## config.mk

```make
export PLATFORM = sky130hd
export DESIGN_NAME = fft_frame_scheduler_flat
export DESIGN_NICKNAME = d
export VERILOG_FILES = /design/src/rtl/fft_frame_scheduler_pkg.sv /design/src/rtl/fft_frame_scheduler_if.sv /design/src/rtl/fft_frame_scheduler_sample_ring.sv /design/src/rtl/fft_frame_scheduler.sv /design/src/flat_wrapper.sv
export SDC_FILE = /design/constraint.sdc
export NUM_CORES = 1
export LEC_CHECK = 0
export BUFFER_PORTS_ARGS = -buffer_cell sky130_fd_sc_hd__buf_4
export CORE_ASPECT_RATIO = 0.9
export CORE_UTILIZATION = 25
export DETAILED_ROUTE_END_ITERATION = 7
export SLEW_MARGIN = 20
export SYNTH_ARGS = -nofsm -noshare
export SYNTH_HDL_FRONTEND = slang
export SYNTH_SLANG_ARGS = --single-unit
export TNS_END_PERCENT = 100
```

## constraint.sdc

```tcl
create_clock -name clock -period 2.8 [get_ports clock]
set_input_delay 0.14 -clock clock [delete_from_list [all_inputs] [get_ports clock]]
set_output_delay 0.14 -clock clock [all_outputs]
set_load 0.01 [all_outputs]
```

## src/rtl/fft_frame_scheduler_pkg.sv

```systemverilog
// Shared keyword-spotting constants and the frame scheduler state encoding.
// The FFT datapath imports these same constants.
package kws_pkg;

    typedef enum logic [1:0] {
        IDLE,
        FEED,
        WAIT_OUT,
        DRAIN
    } sched_state_t;

    localparam int unsigned FFT_SIZE  = 32;
    localparam int unsigned FFT_BIN_W = 5;

endpackage

```

## src/rtl/fft_frame_scheduler_if.sv

```systemverilog
// Sample-stream, FFT handshake and bin-output bundle for fft_frame_scheduler.
// slave is the scheduler's view; master is the surrounding system's view.
interface fft_frame_scheduler_if #(
    parameter int unsigned DATA_WIDTH = 16
) ();
    import kws_pkg::*;

    logic                  enable;
    logic                  sample_valid;
    logic [DATA_WIDTH-1:0] sample_in;
    logic                  fft_ready;
    logic                  fft_valid_in;
    logic [DATA_WIDTH-1:0] fft_real_in;
    logic [DATA_WIDTH-1:0] fft_imag_in;
    logic                  fft_valid_out;
    logic [DATA_WIDTH-1:0] fft_real_out;
    logic [DATA_WIDTH-1:0] fft_imag_out;
    logic                  bin_valid;
    logic [FFT_BIN_W-1:0]  bin_index;
    logic [DATA_WIDTH-1:0] bin_real;
    logic [DATA_WIDTH-1:0] bin_imag;
    logic                  frame_done;
    logic [15:0]           frame_count;
    logic                  overrun;
    logic                  timeout;

    modport slave (
        input  enable, sample_valid, sample_in, fft_ready,
               fft_valid_out, fft_real_out, fft_imag_out,
        output fft_valid_in, fft_real_in, fft_imag_in,
               bin_valid, bin_index, bin_real, bin_imag,
               frame_done, frame_count, overrun, timeout
    );

    modport master (
        output enable, sample_valid, sample_in, fft_ready,
               fft_valid_out, fft_real_out, fft_imag_out,
        input  fft_valid_in, fft_real_in, fft_imag_in,
               bin_valid, bin_index, bin_real, bin_imag,
               frame_done, frame_count, overrun, timeout
    );

endinterface

```

## src/rtl/fft_frame_scheduler_sample_ring.sv

```systemverilog
// Audio sample ring: one write port with an internal wrapping pointer
// (exported so the reader can locate the newest samples) and one async read port.
module sample_ring #(
    parameter  int unsigned DATA_WIDTH = 16,
    parameter  int unsigned RING_DEPTH = 64,
    localparam int unsigned PTR_W      = $clog2(RING_DEPTH)
) (
    input  logic                  i_clk,
    input  logic                  i_rst_n,
    input  logic                  i_wr_en,
    input  logic [DATA_WIDTH-1:0] i_wr_data,
    input  logic [PTR_W-1:0]      i_rd_addr,
    output logic [DATA_WIDTH-1:0] o_rd_data,
    output logic [PTR_W-1:0]      o_wr_ptr
);

    logic [DATA_WIDTH-1:0] r_mem [RING_DEPTH];
    logic [PTR_W-1:0]      r_wr_ptr;

    // Contents are don't-care after reset, so the array carries no reset.
    always_ff @(posedge i_clk) begin
        if (i_wr_en) begin
            r_mem[r_wr_ptr] <= i_wr_data;
        end
    end

    always_ff @(posedge i_clk or negedge i_rst_n) begin
        if (!i_rst_n) begin
            r_wr_ptr <= '0;
        end else if (i_wr_en) begin
            r_wr_ptr <= r_wr_ptr + PTR_W'(1);
        end
    end

    assign o_rd_data = r_mem[i_rd_addr];
    assign o_wr_ptr  = r_wr_ptr;

endmodule

```

## src/rtl/fft_frame_scheduler.sv

```systemverilog
// Launches a FFT_SIZE-sample frame into the FFT every HOP samples and forwards the
// returned bins, tagged with their index, together with frame/overrun/timeout status.
module fft_frame_scheduler #(
    parameter int unsigned DATA_WIDTH = 16,
    parameter int unsigned FFT_SIZE   = 32,
    parameter int unsigned HOP        = 16,
    parameter int unsigned RING_DEPTH = 64,
    parameter int unsigned WAIT_LIMIT = 255
) (
    input  logic                  clock,
    input  logic                  reset_n,
    fft_frame_scheduler_if.slave  bus
);
    import kws_pkg::*;

    localparam int unsigned PTR_W  = $clog2(RING_DEPTH);
    localparam int unsigned CNT_W  = $clog2(FFT_SIZE + 1);
    localparam int unsigned RD_W   = $clog2(FFT_SIZE);
    localparam int unsigned WAIT_W = $clog2(WAIT_LIMIT + 1);

    sched_state_t          r_state;
    logic [CNT_W-1:0]      r_fill;
    logic [CNT_W-1:0]      r_hop_cnt;
    logic                  r_pending;
    logic                  r_overrun;
    logic                  r_timeout;
    logic [PTR_W-1:0]      r_base;
    logic [RD_W-1:0]       r_rd_cnt;
    logic [RD_W-1:0]       r_beat;
    logic [WAIT_W-1:0]     r_wait_cnt;
    logic                  r_bin_valid;
    logic [FFT_BIN_W-1:0]  r_bin_index;
    logic [DATA_WIDTH-1:0] r_bin_real;
    logic [DATA_WIDTH-1:0] r_bin_imag;
    logic                  r_frame_done;
    logic [15:0]           r_frame_count;

    logic [PTR_W-1:0]      w_wr_ptr;
    logic [PTR_W-1:0]      w_rd_addr;
    logic [DATA_WIDTH-1:0] w_rd_data;
    logic                  w_hop_done;
    logic                  w_frame_ready;
    logic                  w_launch;

    sample_ring #(
        .DATA_WIDTH (DATA_WIDTH),
        .RING_DEPTH (RING_DEPTH)
    ) u_ring (
        .i_clk     (clock),
        .i_rst_n   (reset_n),
        .i_wr_en   (bus.sample_valid),
        .i_wr_data (bus.sample_in),
        .i_rd_addr (w_rd_addr),
        .o_rd_data (w_rd_data),
        .o_wr_ptr  (w_wr_ptr)
    );

    assign w_hop_done    = bus.sample_valid && (r_hop_cnt == CNT_W'(HOP - 1));
    // fill counts the arriving sample as well
    assign w_frame_ready = r_fill >= CNT_W'(FFT_SIZE - 1);
    assign w_launch      = (r_state == IDLE) && bus.enable && r_pending && bus.fft_ready;
    assign w_rd_addr     = r_base + PTR_W'(r_rd_cnt);

    always_ff @(posedge clock or negedge reset_n) begin
        if (!reset_n) begin
            r_state       <= IDLE;
            r_fill        <= '0;
            r_hop_cnt     <= '0;
            r_pending     <= 1'b0;
            r_overrun     <= 1'b0;
            r_timeout     <= 1'b0;
            r_base        <= '0;
            r_rd_cnt      <= '0;
            r_beat        <= '0;
            r_wait_cnt    <= '0;
            r_bin_valid   <= 1'b0;
            r_bin_index   <= '0;
            r_bin_real    <= '0;
            r_bin_imag    <= '0;
            r_frame_done  <= 1'b0;
            r_frame_count <= '0;
        end else begin
            r_bin_valid  <= 1'b0;
            r_frame_done <= 1'b0;

            if (bus.sample_valid) begin
                if (r_fill != CNT_W'(FFT_SIZE)) begin
                    r_fill <= r_fill + CNT_W'(1);
                end
                r_hop_cnt <= w_hop_done ? '0 : r_hop_cnt + CNT_W'(1);
            end

            // A hop landing on the launch cycle re-arms pending instead of overrunning.
            if (w_hop_done && w_frame_ready) begin
                r_pending <= 1'b1;
                if (r_pending && !w_launch) begin
                    r_overrun <= 1'b1;
                end
            end else if (w_launch) begin
                r_pending <= 1'b0;
            end

            case (r_state)
                IDLE: begin
                    if (w_launch) begin
                        r_base   <= w_wr_ptr - PTR_W'(FFT_SIZE);
                        r_rd_cnt <= '0;
                        r_state  <= FEED;
                    end
                end
                FEED: begin
                    r_rd_cnt <= r_rd_cnt + RD_W'(1);
                    if (r_rd_cnt == RD_W'(FFT_SIZE - 1)) begin
                        r_wait_cnt <= '0;
                        r_state    <= WAIT_OUT;
                    end
                end
                WAIT_OUT: begin
                    if (bus.fft_valid_out) begin
                        r_bin_valid <= 1'b1;
                        r_bin_index <= '0;
                        r_bin_real  <= bus.fft_real_out;
                        r_bin_imag  <= bus.fft_imag_out;
                        r_beat      <= RD_W'(1);
                        r_state     <= DRAIN;
                    end else if (r_wait_cnt == WAIT_W'(WAIT_LIMIT)) begin
                        r_timeout <= 1'b1;
                        r_state   <= IDLE;
                    end else begin
                        r_wait_cnt <= r_wait_cnt + WAIT_W'(1);
                    end
                end
                DRAIN: begin
                    if (bus.fft_valid_out) begin
                        r_bin_valid <= 1'b1;
                        r_bin_index <= FFT_BIN_W'(r_beat);
                        r_bin_real  <= bus.fft_real_out;
                        r_bin_imag  <= bus.fft_imag_out;
                        r_beat      <= r_beat + RD_W'(1);
                        if (r_beat == RD_W'(FFT_SIZE - 1)) begin
                            r_frame_done  <= 1'b1;
                            r_frame_count <= r_frame_count + 16'd1;
                            r_state       <= IDLE;
                        end
                    end
                end
                default: r_state <= IDLE;
            endcase
        end
    end

    assign bus.fft_valid_in = (r_state == FEED);
    assign bus.fft_real_in  = (r_state == FEED) ? w_rd_data : '0;
    assign bus.fft_imag_in  = '0;
    assign bus.bin_valid    = r_bin_valid;
    assign bus.bin_index    = r_bin_index;
    assign bus.bin_real     = r_bin_real;
    assign bus.bin_imag     = r_bin_imag;
    assign bus.frame_done   = r_frame_done;
    assign bus.frame_count  = r_frame_count;
    assign bus.overrun      = r_overrun;
    assign bus.timeout      = r_timeout;

endmodule

```

## src/flat_wrapper.sv

```systemverilog
// flat-port wrapper written by rule: the top's interface ports become plain ports
module fft_frame_scheduler_flat import kws_pkg::*;
#(
    parameter int unsigned DATA_WIDTH = 16,
    parameter int unsigned FFT_SIZE   = 32,
    parameter int unsigned HOP        = 16,
    parameter int unsigned RING_DEPTH = 64,
    parameter int unsigned WAIT_LIMIT = 255
)
  (clock, reset_n, bus_enable, bus_sample_valid, bus_sample_in, bus_fft_ready, bus_fft_valid_out, bus_fft_real_out, bus_fft_imag_out, bus_fft_valid_in, bus_fft_real_in, bus_fft_imag_in, bus_bin_valid, bus_bin_index, bus_bin_real, bus_bin_imag, bus_frame_done, bus_frame_count, bus_overrun, bus_timeout);
  fft_frame_scheduler_if #(.DATA_WIDTH(DATA_WIDTH)) bus_i ();
  input  logic clock;
  input  logic reset_n;
  input wire logic [$bits(bus_i.enable)-1:0] bus_enable;
  input wire logic [$bits(bus_i.sample_valid)-1:0] bus_sample_valid;
  input wire logic [$bits(bus_i.sample_in)-1:0] bus_sample_in;
  input wire logic [$bits(bus_i.fft_ready)-1:0] bus_fft_ready;
  input wire logic [$bits(bus_i.fft_valid_out)-1:0] bus_fft_valid_out;
  input wire logic [$bits(bus_i.fft_real_out)-1:0] bus_fft_real_out;
  input wire logic [$bits(bus_i.fft_imag_out)-1:0] bus_fft_imag_out;
  output wire logic [$bits(bus_i.fft_valid_in)-1:0] bus_fft_valid_in;
  output wire logic [$bits(bus_i.fft_real_in)-1:0] bus_fft_real_in;
  output wire logic [$bits(bus_i.fft_imag_in)-1:0] bus_fft_imag_in;
  output wire logic [$bits(bus_i.bin_valid)-1:0] bus_bin_valid;
  output wire logic [$bits(bus_i.bin_index)-1:0] bus_bin_index;
  output wire logic [$bits(bus_i.bin_real)-1:0] bus_bin_real;
  output wire logic [$bits(bus_i.bin_imag)-1:0] bus_bin_imag;
  output wire logic [$bits(bus_i.frame_done)-1:0] bus_frame_done;
  output wire logic [$bits(bus_i.frame_count)-1:0] bus_frame_count;
  output wire logic [$bits(bus_i.overrun)-1:0] bus_overrun;
  output wire logic [$bits(bus_i.timeout)-1:0] bus_timeout;
  assign bus_i.enable = bus_enable;
  assign bus_i.sample_valid = bus_sample_valid;
  assign bus_i.sample_in = bus_sample_in;
  assign bus_i.fft_ready = bus_fft_ready;
  assign bus_i.fft_valid_out = bus_fft_valid_out;
  assign bus_i.fft_real_out = bus_fft_real_out;
  assign bus_i.fft_imag_out = bus_fft_imag_out;
  assign bus_fft_valid_in = bus_i.fft_valid_in;
  assign bus_fft_real_in = bus_i.fft_real_in;
  assign bus_fft_imag_in = bus_i.fft_imag_in;
  assign bus_bin_valid = bus_i.bin_valid;
  assign bus_bin_index = bus_i.bin_index;
  assign bus_bin_real = bus_i.bin_real;
  assign bus_bin_imag = bus_i.bin_imag;
  assign bus_frame_done = bus_i.frame_done;
  assign bus_frame_count = bus_i.frame_count;
  assign bus_overrun = bus_i.overrun;
  assign bus_timeout = bus_i.timeout;
  fft_frame_scheduler #(.DATA_WIDTH(DATA_WIDTH), .FFT_SIZE(FFT_SIZE), .HOP(HOP), .RING_DEPTH(RING_DEPTH), .WAIT_LIMIT(WAIT_LIMIT)) u_core (.clock(clock), .reset_n(reset_n), .bus(bus_i));
endmodule
```

==> impl_metrics.yaml, run 1 <==
cts:
  cts_tree: "yes"
  worstSkewPairLatency_ns: 0.73
  clock_sinks: 1126
  htree_levels: 3
  numCtsBuffers: 115
  clock-root-buffer: "clkbuf_16"
  cts.path.max_buffers: 3
  cts.clk_slew.worst_paths_ns: 0.06
route:
  drt_iter0_drc: 2519
  drt_pass1_iterations: 5
  wl_um: 115000
  routedWlPerCell_um: 22.5
  antenna_left: 0
  num_vias: 23400
  drc_errors: 0
  vias_per_cell: 4.57
power:
  powerDensity_nw_per_um2: 1070
  intPower_w: 0.0403
  finalPower_w: 0.0598
  clock_power_share_pct: 26.3
  p_leak_nw: 18.6
  p_sw_w: 0.0194
  pwr-share-comb_pct: 40.9
  peakVddDrop_v: 0.000642
  seqPwrFrac_pct: 32.9
  swShare_pct: 32.5
worst_setup_path:
  r2r-end: "u_core.bus.frame_count[15]"
  required_ns: 2.66
  crit_start: "u_core.r_rd_cnt[0]"
  reg2reg_slack_ns: 0.49
  cp.arrival_ns: 3.99
  start_kind: "flip-flop"
  setup.worst_path.class: "reg -> out"
  r2r_cells: 9
  cp_max_fo: 8
  endpoint_kind: "primary output"
  r2r-start: "u_core.r_beat[0]"
synth:
  ys_ff_latch: 1126
  yosysTopAreaCell: "edfxtp_1"
  syn_area_um2: 44300
  synth.distinct_cells: 68
  yosysTopAreaCellShare_pct: 69.3
  ys.flop_type: "edfxtp_1"
  yosysWarnings: 0
  seq_area_frac_synth_pct: 75.1
  synthArstFlopShare_pct: 9.06
  synth-edff-count: 1024
  postSynthCellCount: 2199
  synth.area.top_cells: "edfxtp_1 69%, mux4_2 14%, dfrtp_1 5.8%, mux2_2 1.1%, mux2i_1 0.97%"
  avgSynthCellArea_um2: 20.2
placement:
  hpwlAfterDp_um: 68400
  dp_cells: 4830
  port_buffers: 127
  placed_area_um2: 50400
  place_ws_ns: -0.958
  gp_congestion: 0.827
floorplanning:
  core_area_um2: 176000
  ios: 144
  die-area_um2: 179000
  chipHeight_um: 402
  initial_core_util_pct: 25.2
  fp.dieW_um: 446
  rows: 146
timing:
  layout_setup_ws_ns: -1.33
  rsz0062_at_grt: "true"
  hold_viol_final: 0
  max_slew_margin_pct: 39.4
  setup_viol: 16
  clock_skew_ns: 0.0428
  post-route-period-util_pct: 148
  timing.hold.ws_ns: 0.0550
  tightestPinTransition_ns: 0.909
  drv_slew: 0
  layout_min_cycle_time_ns: 4.13
  clock.fmax_mhz: 242
global_routing:
  grt_start_max_net_pins: 65
  grt_pass1_vias: 23600
  overflow: 0
  track_usage_pct: 12.8
  grt_pass1_wl_um: 168000
  antenna_found_initial: 6
final_layout:
  final_cell_mix: "1024 x edfxtp_1, 317 x buf_4, 272 x mux4_2"
  layout-drive-gt1-share_pct: 37.6
  syn_to_final_growth_pct: 26.2
  final_area_um2: 55900
  stdcell_count: 5118
  final_nets: 2717
  final.fill_count: 16800
  mostFrequentLayoutCell: "edfxtp_1"
flow_run:
  drv_cap: 0
hold_path:
  min_to: "u_core.u_ring.r_mem[0][4]"
  hp-class: "in -> reg"
  min_path_cells: 1
  min_from: "bus_sample_in[4]"
outcome:
  violations: "setup timing"
  outcome: "finished, violations left"
==> registers in the layout, summed over array words and instances (netlist names) <==
name,cells
u_core.r_hop_cnt,6
u_core.u_ring.r_mem,1024
u_core.r_pending,1
u_core.r_beat,5
u_core.bus.bin_valid,1
u_core.bus.bin_real,16
u_core.r_wait_cnt,8
u_core.bus.frame_count,16
u_core.bus.timeout,1
u_core.r_rd_cnt,5
u_core.r_fill,6
u_core.u_ring.o_wr_ptr,6
u_core.bus.bin_index,5
u_core.r_state,2
u_core.bus.frame_done,1
u_core.bus.overrun,1
u_core.bus.bin_imag,16
u_core.r_base,6
==> final cells by class <==
class | count | area (um^2) | share of cell area [%]
flip-flops and latches | 1126 | 33300 | 59.5
diodes | 2 | 5.00 | 0.00895
inverters | 14 | 52.6 | 0.0939
clock inverters | 82 | 925 | 1.65
clock buffers | 136 | 2970 | 5.30
well taps | 2368 | 2960 | 5.30
multi-input cells | 931 | 11100 | 19.8
repair buffers | 459 | 4680 | 8.36
==> cells in the mapped netlist, drive strengths merged (10+ instances only) <==
library cell  instances
nand2                70
xor2                 17
nor2                 89
mux4                272
mux2                 43
o2111ai              14
dfrtp               102
ha                   15
inv                  13
nand2b               10
clkbuf               63
mux2i                43
a21oi                62
o22a                 14
o31ai                14
o21ai                71
edfxtp             1024
nand3                76
xnor2                22
nand4                12
buf                  80
==> power by group through the flow <==
stage                     Combinational [W]  Sequential [W]  Clock [W]
after floorplan                      0.0114          0.0199          0
after global placement               0.0215          0.0200          0
after detailed placement             0.0215          0.0200          0
after CTS                            0.0241          0.0196     0.0160
after global routing                 0.0257          0.0197     0.0166
final                                0.0244          0.0196     0.0157
==> per-stage QoR <==
stage | setup TNS, ns | utilization (%)
5_1_grt | -21.46 | 31.8
2_1_floorplan | 0 | -
4_1_cts | -22.18 | 31.7
6_report | -20.03 | 31.8
3_3_place_gp | -11.73 | 28.6
3_5_place_dp | -11.09 | 28.6
==> worst max-delay path, cell delays in order, from the launching register on <==
cell and delay [ns]:
dfrtp_1 0.39, ha_4 0.15, inv_2 0.03, fa_4 0.84, buf_12 0.18, buf_12 0.16, buf_12 0.13, mux4_2 0.30
mux4_2 0.59, nand2_2 0.10, o2111ai_2 0.10, buf_6 0.18, buf_6 0.12
==> worst max-delay path by stage <==
stage                                to  slack [ns]  depth (start not counted)
floorplan           bus_fft_real_in[13]       0.008                         10
global placement    bus_fft_real_in[10]       -1.06                         12
detailed placement  bus_fft_real_in[10]       -0.96                         12
CTS                  bus_fft_real_in[2]       -1.48                         12
global route        bus_fft_real_in[12]       -1.43                         12
finish              bus_fft_real_in[12]       -1.33                         12
==> cell families after synthesis <==
group / after synthesis / share of synthesized area [%]
AOI/OAI and AO/OA: 204 / 2.83
xor gates and xnor gates: 39 / 0.787
adders and majority gates: 16 / 0.468
buffers and inverters: 157 / 1.78
DFF: 1126 / 75.1
muxes: 358 / 15.9
other: 1 / 0.00846
and+or+nand+nor: 298 / 3.16
==> per-layer routing <==
metal | GRT usage (%) | part of all wire, % | vias to the layer above | wire length, um
li1 | - | - | 9882 | -
met1 | 18.4 | 44 | 12400 | 51000
met2 | 19.0 | 45 | 961 | 51600
met3 | 2.93 | 8.5 | 140 | 9850
met4 | 4.12 | 2.5 | 4 | 2920
met5 | 0 | 0.014 | - | 16
==> what timing repair did <==
item,4_1_cts,5_1_grt
gates resized for setup,129,49
endpoints found under the hold margin,461,0
hold buffers,48,0
setup endpoints to repair,16,16
gates cloned,8,1
buffers inserted,15,3
pin swaps,39,25
Note: power is estimated with default switching activity, not from simulation.
==> run 2: changes to the inputs <==
--- a/config.mk
+++ b/config.mk
@@ -6,9 +6,12 @@
 export NUM_CORES = 1
 export LEC_CHECK = 0
 export BUFFER_PORTS_ARGS = -buffer_cell sky130_fd_sc_hd__buf_4
+export CELL_PAD_IN_SITES_DETAIL_PLACEMENT = 1
+export CELL_PAD_IN_SITES_GLOBAL_PLACEMENT = 1
 export CORE_ASPECT_RATIO = 0.9
 export CORE_UTILIZATION = 25
 export DETAILED_ROUTE_END_ITERATION = 7
+export PLACE_DENSITY_LB_ADDON = 0.1
 export SLEW_MARGIN = 20
 export SYNTH_ARGS = -nofsm -noshare
 export SYNTH_HDL_FRONTEND = slang
==> constraint.sdc (replaced) <==
create_clock -name clock -period 4.6 [get_ports clock]
set_input_delay 0.23 -clock clock [delete_from_list [all_inputs] [get_ports clock]]
set_output_delay 0.23 -clock clock [all_outputs]
set_load 0.01 [all_outputs]
==> run 2 against run 1 <==
  * The run now ends clean
  * Global-route usage is 2.7 points higher
  * Routed wire length up 19%
  * Clock-buffer cell count grew 35
  * Register-to-register slack improved by 1.5 ns
  * Core utilization is 0.95 points lower
  * Via count is 2.7% lower
  * Sequential power is 39% lower
  * Setup slack better by 1.5 ns
  * Clock skew down 0.013 ns
  * Total power fell by 40%
  * Combinational power shrank 46%
  * Largest power group unchanged
  * Highest routed layer unchanged
==> impl_metrics.yaml, run 2 (same netlist as run 1, synthesis figures left out) <==
floorplanning:
  ios: 144
  chipHeight_um: 402
  die-area_um2: 179000
  fp.dieW_um: 446
  rows: 146
  core_area_um2: 176000
  initial_core_util_pct: 25.2
cts:
  cts.path.max_buffers: 3
  clock_sinks: 1126
  htree_levels: 4
  worstSkewPairLatency_ns: 0.76
  cts_tree: "yes"
  clock-root-buffer: "clkbuf_16"
  cts.clk_slew.worst_paths_ns: 0.05
  numCtsBuffers: 135
worst_setup_path:
  crit_top_cell: "buf_4"
  required_ns: 4.37
  cp_num_buf_inv: 3
  crit_family: "buffers and inverters"
  endpoint_kind: "primary output"
  start_kind: "flip-flop"
  cpPeakStageDelay_ns: 0.63
  path_cells: "ha_1 -> a21oi_2 -> a21bo_2 -> buf_12 -> nand2_1 -> buf_4 -> mux2i_1 -> o2111ai_1 -> buf_4"
  setup.worst_path.class: "reg -> out"
  cp_slowest_cell: "mux2i_1"
  cp.arrival_ns: 4.22
  cp_max_fo: 52
placement:
  port_buffers: 127
  gp_congestion: 0.735
  hpwlAfterDp_um: 81900
  dp_cells: 4719
  place_ws_ns: 0.211
power:
  powerDensity_nw_per_um2: 655
  p_sw_w: 0.0121
  pwr-share-comb_pct: 36.9
  seqPwrFrac_pct: 33.8
  clock_power_share_pct: 29.3
  finalPower_w: 0.0356
  peakVddDrop_v: 0.000368
  p_leak_nw: 17.8
  swShare_pct: 33.9
  intPower_w: 0.0235
timing:
  post-route-period-util_pct: 96.8
  setup_viol: 0
  clock_skew_ns: 0.0294
  clock.fmax_mhz: 225
  hold_viol_final: 0
  tightestPinTransition_ns: 0.996
  layout_min_cycle_time_ns: 4.45
  layout_setup_ws_ns: 0.147
  timing.hold.ws_ns: 0.0495
  drv_slew: 0
  max_slew_margin_pct: 33.6
final_layout:
  syn_to_final_growth_pct: 22.4
  layout-drive-gt1-share_pct: 32.6
  final_nets: 2610
  largest_reg_flops: 1024
  final_util_pct: 30.8
  final_cell_mix: "1024 x edfxtp_1, 272 x mux4_2, 264 x buf_4"
  top_register: "u_core.u_ring.r_mem"
  mostFrequentLayoutCell: "edfxtp_1"
  stdcell_count: 5019
route:
  drt_pass1_iterations: 5
  wl_um: 137000
  antenna_left: 0
  routedWlPerCell_um: 27.4
  drc_errors: 0
  vias_per_cell: 4.54
  drt_iter0_drc: 1984
  num_vias: 22800
outcome:
  outcome: "completed"
global_routing:
  track_usage_pct: 15.5
  grt_start_max_net_pins: 65
  antenna_found_initial: 11
  overflow: 0
  grt_pass1_wl_um: 195000
  grt_pass1_vias: 24800
flow_run:
  drv_cap: 0
hold_path:
  hp-class: "in -> async"
[run 2: changes by cell type in the layout (fill, tap and decap cells not counted), moves of 13 or more]
| cell | before | now |
|---|---|---|
| buf_12 | 64 | 19 |
| buf_4 | 317 | 264 |
| o21ai_0 | 53 | 69 |
| clkbuf_16 | 116 | 139 |
| dlygate4sd3_1 | 48 | 35 |
| a21oi_1 | 29 | 60 |
| a21oi_2 | 29 | 2 |
[run 2: path summary, 6_finish.rpt]
kind / from / endpoint / slack, ns / cells past startpoint
max: u_core.r_rd_cnt[2] / bus_fft_real_in[0] / 0.15 / 9
min: reset_n / u_core.bus.bin_index[1] / 0.05 / 2
max reg2reg: u_core.r_beat[0] / u_core.bus.frame_count[15] / 1.96 / 9
min reg2reg: u_core.bus.frame_count[15] / u_core.bus.frame_count[15] / 0.47 / 1
max in group asynchronous: reset_n / u_core.bus.frame_count[6] / 3.32 / 3
min in group clock: bus_sample_in[13] / u_core.u_ring.r_mem[37][13] / 0.05 / 1
[run 2: layout make-up]
cell class,instances,area (um^2)
diodes,5,12.5
clock buffers,171,3630
clock inverters,72,693
fillers,17800,122000
inverters,14,52.6
multi-input cells,931,10600
flip-flops and latches,1126,33300
well taps,2368,2960
repair buffers,332,3000
[run 2: power groups by stage]
stage               logic (W)  clock network (W)  registers (W)
finish                 0.0131             0.0104         0.0120
floorplan             0.00691                  0         0.0121
global route           0.0140             0.0111         0.0121
global placement       0.0125                  0         0.0122
CTS                    0.0135             0.0108         0.0120
detailed placement     0.0125                  0         0.0122
[run 2: stage by stage]
step,instance area (um^2),TNS (ns)
floorplan,44400,0
global placement,49000,0
detailed placement,49000,0
CTS,54200,0
global route,54300,-0.00998
finish,54300,0
[run 2: layer usage]
layer  routed length (um)  track usage, %
met1                63000            21.9
met2                64400            24.4
met3                 6600            2.63
met4                 3410            4.34
met5                   13               0
[run 2: timing repair]
action                     in CTS  in global routing
setup endpoints to repair      16                 11
hold buffers                   35                  0
hold endpoints to repair       91                  0
pin swaps                       3                  2
gates cloned                    4                  0
resized for setup              65                  4
buffers inserted               12                  1
[run 2: worst register-to-register path, cell delays in order, from the launching register on]
cell and delay, ns:
dfrtp_1 0.41, ha_1 0.21, and3_1 0.17, ha_1 0.16
and4_1 0.44, and4_1 0.35, nand3_2 0.16, or2_2 0.32
nor3_1 0.19, xor2_1 0.16
